**src/rtl/ssb_pkg.sv**
```systemverilog
// SSB grid constants and demapper FSM state type.
package ssb_pkg;

  localparam int SSB_SC           = 240;
  localparam int SSS_START        = 56;
  localparam int SSS_LEN          = 127;
  localparam int SSS_END          = SSS_START + SSS_LEN - 1;
  localparam int PBCH_RE          = 432;
  localparam int PBCH_SB_LO_END   = 47;
  localparam int PBCH_SB_HI_START = 192;

  typedef enum logic [1:0] {
    IDLE,
    PBCH_SYM,
    SSS_SYM
  } demap_state_t;

endpackage

```
**src/rtl/axis_fifo_fwft.sv**
```systemverilog
// First-word-fall-through AXI-stream FIFO; drop flags a write lost to full.
module axis_fifo_fwft #(
  parameter int DW    = 32,
  parameter int DEPTH = 16
) (
  input  logic          clk_i,
  input  logic          reset_i,
  input  logic          wr_en,
  input  logic [DW-1:0] wr_data,
  output logic          drop,
  output logic [DW-1:0] m_tdata,
  output logic          m_tvalid,
  input  logic          m_tready
);

  localparam int AW = $clog2(DEPTH);

  logic [DW-1:0] mem [DEPTH];
  logic [AW-1:0] wr_ptr;
  logic [AW-1:0] rd_ptr;
  logic [AW:0]   count;
  logic          full;
  logic          do_rd;
  logic          do_wr;

  assign full     = count == (AW+1)'(DEPTH);
  assign m_tvalid = count != '0;
  assign do_rd    = m_tvalid & m_tready;
  // A read in the same cycle frees the slot, so full+read still accepts.
  assign do_wr    = wr_en & (~full | do_rd);
  assign drop     = wr_en & ~do_wr;
  assign m_tdata  = m_tvalid ? mem[rd_ptr] : '0;

  always_ff @(posedge clk_i) begin
    if (do_wr) mem[wr_ptr] <= wr_data;
  end

  always_ff @(posedge clk_i or posedge reset_i) begin
    if (reset_i) begin
      wr_ptr <= '0;
      rd_ptr <= '0;
      count  <= '0;
    end else begin
      if (do_wr)
        wr_ptr <= (wr_ptr == AW'(DEPTH-1)) ? '0 : wr_ptr + 1'b1;
      if (do_rd)
        rd_ptr <= (rd_ptr == AW'(DEPTH-1)) ? '0 : rd_ptr + 1'b1;
      count <= count + (AW+1)'(do_wr) - (AW+1)'(do_rd);
    end
  end

endmodule

```
**src/rtl/ssb_demapper.sv**
```systemverilog
// SSB resource-element demapper: SSS and PBCH REs to buffered AXI streams.
// PBCH path is built only when SSB_DEMAPPER_PBCH_EN is defined.
module ssb_demapper
  import ssb_pkg::*;
#(
  parameter int FFT_LEN    = 256,
  parameter int IN_DW      = 32,
  parameter int FIFO_DEPTH = 16
) (
  input  logic             clk_i,
  input  logic             reset_i,
  input  logic [IN_DW-1:0] s_axis_in_tdata,
  input  logic             s_axis_in_tvalid,
  input  logic             s_axis_in_tlast,
  input  logic             SSS_valid_i,
  input  logic             PBCH_valid_i,
  output logic [IN_DW-1:0] m_axis_sss_tdata,
  output logic             m_axis_sss_tvalid,
  input  logic             m_axis_sss_tready,
  output logic             m_axis_sss_tlast,
  output logic [IN_DW-1:0] m_axis_pbch_tdata,
  output logic             m_axis_pbch_tvalid,
  input  logic             m_axis_pbch_tready,
  output logic             m_axis_pbch_tlast,
  output logic [9:0]       m_axis_pbch_tuser,
  output logic             overflow_o
);

  localparam int OFS = (FFT_LEN - SSB_SC) / 2;

  demap_state_t state;
  demap_state_t mode;
  logic [7:0]   bin_cnt;
  logic [7:0]   k;
  logic [1:0]   sym_cnt;
  logic [1:0]   eff_cnt;
  logic         prev_sss;
  logic         in_ssb;
  logic         last_bin;
  logic         cls_sss;
  logic         cls_sss_last;
  logic         cls_pbch;
  logic         cls_pbch_last;
  logic [1:0]   cls_sym;

  logic             st_sss_we;
  logic             st_sss_last;
  logic [IN_DW-1:0] st_data;
  logic             sss_drop;
  logic             pbch_drop;

  always_comb begin
    mode = state;
    if (state == IDLE) begin
      if (SSS_valid_i)       mode = SSS_SYM;
      else if (PBCH_valid_i) mode = PBCH_SYM;
    end
    // Resync the symbol index when a PBCH symbol does not follow SSS.
    eff_cnt = sym_cnt;
    if (state == IDLE && mode == PBCH_SYM &&
        sym_cnt != 2'd0 && !prev_sss)
      eff_cnt = 2'd0;
    k        = bin_cnt - 8'(OFS);
    in_ssb   = bin_cnt >= 8'(OFS) && bin_cnt < 8'(OFS + SSB_SC);
    last_bin = s_axis_in_tlast || bin_cnt == 8'(FFT_LEN - 1);
    cls_sss       = 1'b0;
    cls_sss_last  = 1'b0;
    cls_pbch      = 1'b0;
    cls_pbch_last = 1'b0;
    cls_sym       = eff_cnt;
    unique case (1'b1)
      (mode == PBCH_SYM): begin
        cls_pbch      = in_ssb;
        cls_pbch_last = eff_cnt == 2'd2 && k == 8'(SSB_SC - 1);
      end
      (mode == SSS_SYM): begin
        cls_sym = 2'd1;
        if (in_ssb && k >= 8'(SSS_START) && k <= 8'(SSS_END)) begin
          cls_sss      = 1'b1;
          cls_sss_last = k == 8'(SSS_END);
        end
        cls_pbch = in_ssb && (k <= 8'(PBCH_SB_LO_END) ||
                              k >= 8'(PBCH_SB_HI_START));
      end
      default: ;
    endcase
  end

  always_ff @(posedge clk_i or posedge reset_i) begin
    if (reset_i) begin
      state       <= IDLE;
      bin_cnt     <= '0;
      sym_cnt     <= '0;
      prev_sss    <= 1'b0;
      st_sss_we   <= 1'b0;
      st_sss_last <= 1'b0;
      st_data     <= '0;
      overflow_o  <= 1'b0;
    end else begin
      st_sss_we   <= s_axis_in_tvalid & cls_sss;
      st_sss_last <= cls_sss_last;
      st_data     <= s_axis_in_tdata;
      overflow_o  <= overflow_o | sss_drop | pbch_drop;
      if (s_axis_in_tvalid) begin
        bin_cnt <= last_bin ? 8'd0 : bin_cnt + 8'd1;
        if (mode != IDLE) begin
          if (last_bin) begin
            state    <= IDLE;
            sym_cnt  <= (eff_cnt == 2'd2) ? 2'd0 : eff_cnt + 2'd1;
            prev_sss <= mode == SSS_SYM;
          end else begin
            state   <= mode;
            sym_cnt <= eff_cnt;
          end
        end
      end
    end
  end

  axis_fifo_fwft #(
    .DW    (IN_DW + 1),
    .DEPTH (FIFO_DEPTH)
  ) u_sss_fifo (
    .clk_i    (clk_i),
    .reset_i  (reset_i),
    .wr_en    (st_sss_we),
    .wr_data  ({st_sss_last, st_data}),
    .drop     (sss_drop),
    .m_tdata  ({m_axis_sss_tlast, m_axis_sss_tdata}),
    .m_tvalid (m_axis_sss_tvalid),
    .m_tready (m_axis_sss_tready)
  );

`ifdef SSB_DEMAPPER_PBCH_EN
  logic       st_pbch_we;
  logic       st_pbch_last;
  logic [9:0] st_user;

  always_ff @(posedge clk_i or posedge reset_i) begin
    if (reset_i) begin
      st_pbch_we   <= 1'b0;
      st_pbch_last <= 1'b0;
      st_user      <= '0;
    end else begin
      st_pbch_we   <= s_axis_in_tvalid & cls_pbch;
      st_pbch_last <= cls_pbch_last;
      st_user      <= {cls_sym, k};
    end
  end

  axis_fifo_fwft #(
    .DW    (IN_DW + 11),
    .DEPTH (FIFO_DEPTH)
  ) u_pbch_fifo (
    .clk_i    (clk_i),
    .reset_i  (reset_i),
    .wr_en    (st_pbch_we),
    .wr_data  ({st_pbch_last, st_user, st_data}),
    .drop     (pbch_drop),
    .m_tdata  ({m_axis_pbch_tlast, m_axis_pbch_tuser,
                m_axis_pbch_tdata}),
    .m_tvalid (m_axis_pbch_tvalid),
    .m_tready (m_axis_pbch_tready)
  );
`else
  logic unused_pbch;

  assign unused_pbch = ^{m_axis_pbch_tready, cls_pbch,
                         cls_pbch_last, cls_sym};
  assign pbch_drop          = 1'b0;
  assign m_axis_pbch_tdata  = '0;
  assign m_axis_pbch_tvalid = 1'b0;
  assign m_axis_pbch_tlast  = 1'b0;
  assign m_axis_pbch_tuser  = '0;
`endif

endmodule
```
**config.mk**
```make
export PLATFORM = sky130hd
export DESIGN_NAME = ssb_demapper
export DESIGN_NICKNAME = d
export VERILOG_FILES = /design/src/rtl/ssb_pkg.sv /design/src/rtl/axis_fifo_fwft.sv /design/src/rtl/ssb_demapper.sv
export SDC_FILE = /design/constraint.sdc
export NUM_CORES = 1
export LEC_CHECK = 0
export ABC_AREA = 1
export CORE_MARGIN = 2
export CORE_UTILIZATION = 45
export DETAILED_ROUTE_END_ITERATION = 8
export PLACE_DENSITY = 0.59
export SYNTH_ARGS = -nofsm -noshare
export SYNTH_HDL_FRONTEND = slang
export SYNTH_SLANG_ARGS = --single-unit
```
**constraint.sdc**
```tcl
create_clock -name clk_i -period 4.3 [get_ports clk_i]
set_clock_uncertainty 0.2 [all_clocks]
set_input_delay 1.29 -clock clk_i [delete_from_list [all_inputs] [get_ports clk_i]]
set_output_delay 1.29 -clock clk_i [all_outputs]
set_load 0.05 [all_outputs]
```
==> impl_metrics.toml <==
[detailed_routing]
dr_total_vias = 16410
vias_per_cell = 4.841
wire_per_inst_um = 17.38
antenna_left = 0
routed_wl_mm = 58.90
drc = 0
first_pass_iters = 5
drtIter0Drc = 1221

[synthesis]
postSynthAreaPerCell_sq_um = 10.25
yosysSeqAreaShare = 0.6769
ys_seq_elements = 586
synth_top_cell_by_area = "edfxtp_1"
yosysWarnings = 0
yosys.cell_types.count = 29
syn_inst = 2494
yosys-top-cells-area = "edfxtp_1 62%, nand2_1 14%, inv_1 5.7%"
synthesis.area_sq_um = 25570
synth_top_area_share = 0.6201

[place]
dp_cells = 3272
dpl_cell_area_sq_um = 27560
place_congestion = 0.7798
numPortBuffers = 73
dp_hpwl_mm = 32.76

[global_route]
grt_first_pass_wirelength_mm = 90.50
grt_pass1_vias = 15860
antenna_found_initial = 0
grt_max_degree = 135
grt.overflow.total = 0
grtUsageTotal = 0.1995

[outcome]
status = "finished clean"

[clock_network]
clockBufferDepth = 3
clkTransAtPathRegs_ns = 0.06
cts.sinks = 586
cts_root_buf = "clkbuf_16"
tritoncts = "done"
numCtsBuffers = 61
clock_latency_ns = 0.63
htreeDepth = 2

[worst_setup_path]
worstPathRequired_ns = 2.81
worstPathArrival_ns = 2.70
critical_path_class = "reg2out"
start_kind = "flip-flop"
end_kind = "primary output"
r2r_slack_ns = 1.36
crit_path_max_fanout = 69

[sta]
fmax_mhz = 238.7
post-route-period-util = 0.9743
rsz0062_at_grt = "yes"
slew_headroom = 0.5662
hold_viol = 0
worstMarginPinSlew_ns = 0.6507
finalMaxSlewViolations = 0
setup_violations = 0
finalCriticalPeriod_ns = 4.190

[power_and_ir_drop]
power.density_nw_per_um2 = 649.1
max-vdd-ir-drop_uv = 459.2
p_leak_nw = 12.82

[die]
dieArea_sq_um = 58740
row_count = 87
die_y_um = 242.4
core_sq_um = 56280
die_x_um = 242.4
ios = 119
initial_utilization = 0.4543

[layout]
final_cells = 3389
drive_above_1_share = 0.08849
area_growth_pct = 16.12
fin_nets = 2638
diodes = 0
fin_util = 0.5275
postLayoutCellArea_sq_um = 29690

[flow_run]
cap_violations = 0

[min_path]
min_path_type = "reg2reg"
==> report_power, final <==
group	switching, mW	total, mW	internal [mW]
Combinational	4.81	7.58	2.77
Sequential	0.199	6.50	6.30
Clock	2.17	5.19	3.03
Total	7.18	19.3	12.1
==> worst max-delay path, cell delays in order (launching register included) <==
cell and delay, ns:
dfrtp_4 0.57, inv_16 0.16, buf_4 0.27, nand2_1 0.10, nand3_1 0.09, nand2_1 0.10
nand2_1 0.05, nand2_1 0.08, inv_1 0.05, a21oi_1 0.39, buf_12 0.20
==> area by class of cell <==
cell class | count | area [sq um]
inverters | 402 | 1531
repair buffers | 132 | 1814
well taps | 756 | 945.9
clock buffers | 86 | 1682
clock inverters | 29 | 300.3
flip-flops and latches | 586 | 17320
fillers | 4869 | 26590
multi-input cells | 1398 | 6098
==> repair_timing <==
item / 4_1_cts / 5_1_grt
gates cloned: 1 / 1
pin swaps: 0 / 0
buffers inserted: 0 / 0
endpoints found under the setup margin: 21 / 15
gates resized for setup: 7 / 14
hold buffers: 0 / 0
==> registers in the layout (all words and copies together), names as in the netlist <==
register,flops
u_sss_fifo.rd_ptr,4
u_sss_fifo.count,5
st_data,32
st_sss_last,1
overflow_o,1
bin_cnt,8
st_sss_we,1
u_sss_fifo.mem,528
state,2
u_sss_fifo.wr_ptr,4
==> cell usage after synthesis (all sizes together) <==
| cell | number |
|---|---|
| fa | 1 |
| nor3 | 3 |
| ha | 16 |
| nand3 | 280 |
| nand3b | 1 |
| o21a | 1 |
| a21oi | 37 |
| a31o | 1 |
| xnor2 | 2 |
| nand4 | 4 |
| buf | 137 |
| conb | 1 |
| xor2 | 11 |
| inv | 399 |
| clkinv | 3 |
| nand2 | 952 |
| nor2 | 35 |
| dfrtp | 58 |
| o21ai | 9 |
| o21bai | 1 |
| edfxtp | 528 |
| clkbuf | 14 |
==> cells by family (layout without fill, tap and decap cells) <==
group | Yosys count | count (layout) | synth area share
buffers and inverters | 553 | 649 | 0.09763
AOI/OAI and AO/OA | 49 | 49 | 0.01067
DFF | 586 | 586 | 0.6769
xor gates and xnor gates | 13 | 13 | 0.004453
other | 1 | 44 | 0.0001467
and+or+nand+nor | 1275 | 1275 | 0.2016
adders and majority gates | 17 | 17 | 0.008613
==> through the flow <==
stage	hold slack, ns	TNS, ns	power [mW]	worst slack (ns)
after floorplan	0.2489	0	11.26	0.5743
after global placement	0.2617	0	13.98	0.4748
after detailed placement	0.2708	0	14.05	0.4522
after CTS	0.2942	0	19.32	0.009125
after global routing	0.3233	-0.02240	20.25	-0.01114
final	0.2910	0	19.27	0.1105
==> layer usage <==
layer / up-vias / GRT usage / wire length [um] / part of all wire
met5: - / 0 / 0 / 0
met4: 0 / 0.06354 / 1379 / 0.023
met3: 88 / 0.02902 / 3098 / 0.053
met2: 403 / 0.3400 / 28790 / 0.49
met1: 7875 / 0.2636 / 25630 / 0.44
li1: 8039 / - / - / -
==> worst paths after layout <==
kind,endpoint,startpoint,cells after the start
max in group asynchronous,u_sss_fifo.rd_ptr[1],reset_i,3
max reg2reg,u_sss_fifo.count[4],u_sss_fifo.count[3],14
min,overflow_o,overflow_o,1
min reg2reg,overflow_o,overflow_o,1
max,m_axis_sss_tdata[6],u_sss_fifo.rd_ptr[0],10
min in group asynchronous,state[1],reset_i,2
==> cells in the final DEF, fill, tap and decap left out, drive strengths merged, types with 37 or more instances in the layout <==
master,netlist,final
clkdlybuf4s50,0,40
inv,399,400
nand2,952,952
conb,1,44
a21oi,37,37
nand3,280,280
edfxtp,528,528
clkbuf,14,87
dfrtp,58,58
buf,137,90
(Power assumes the default switching activity.)
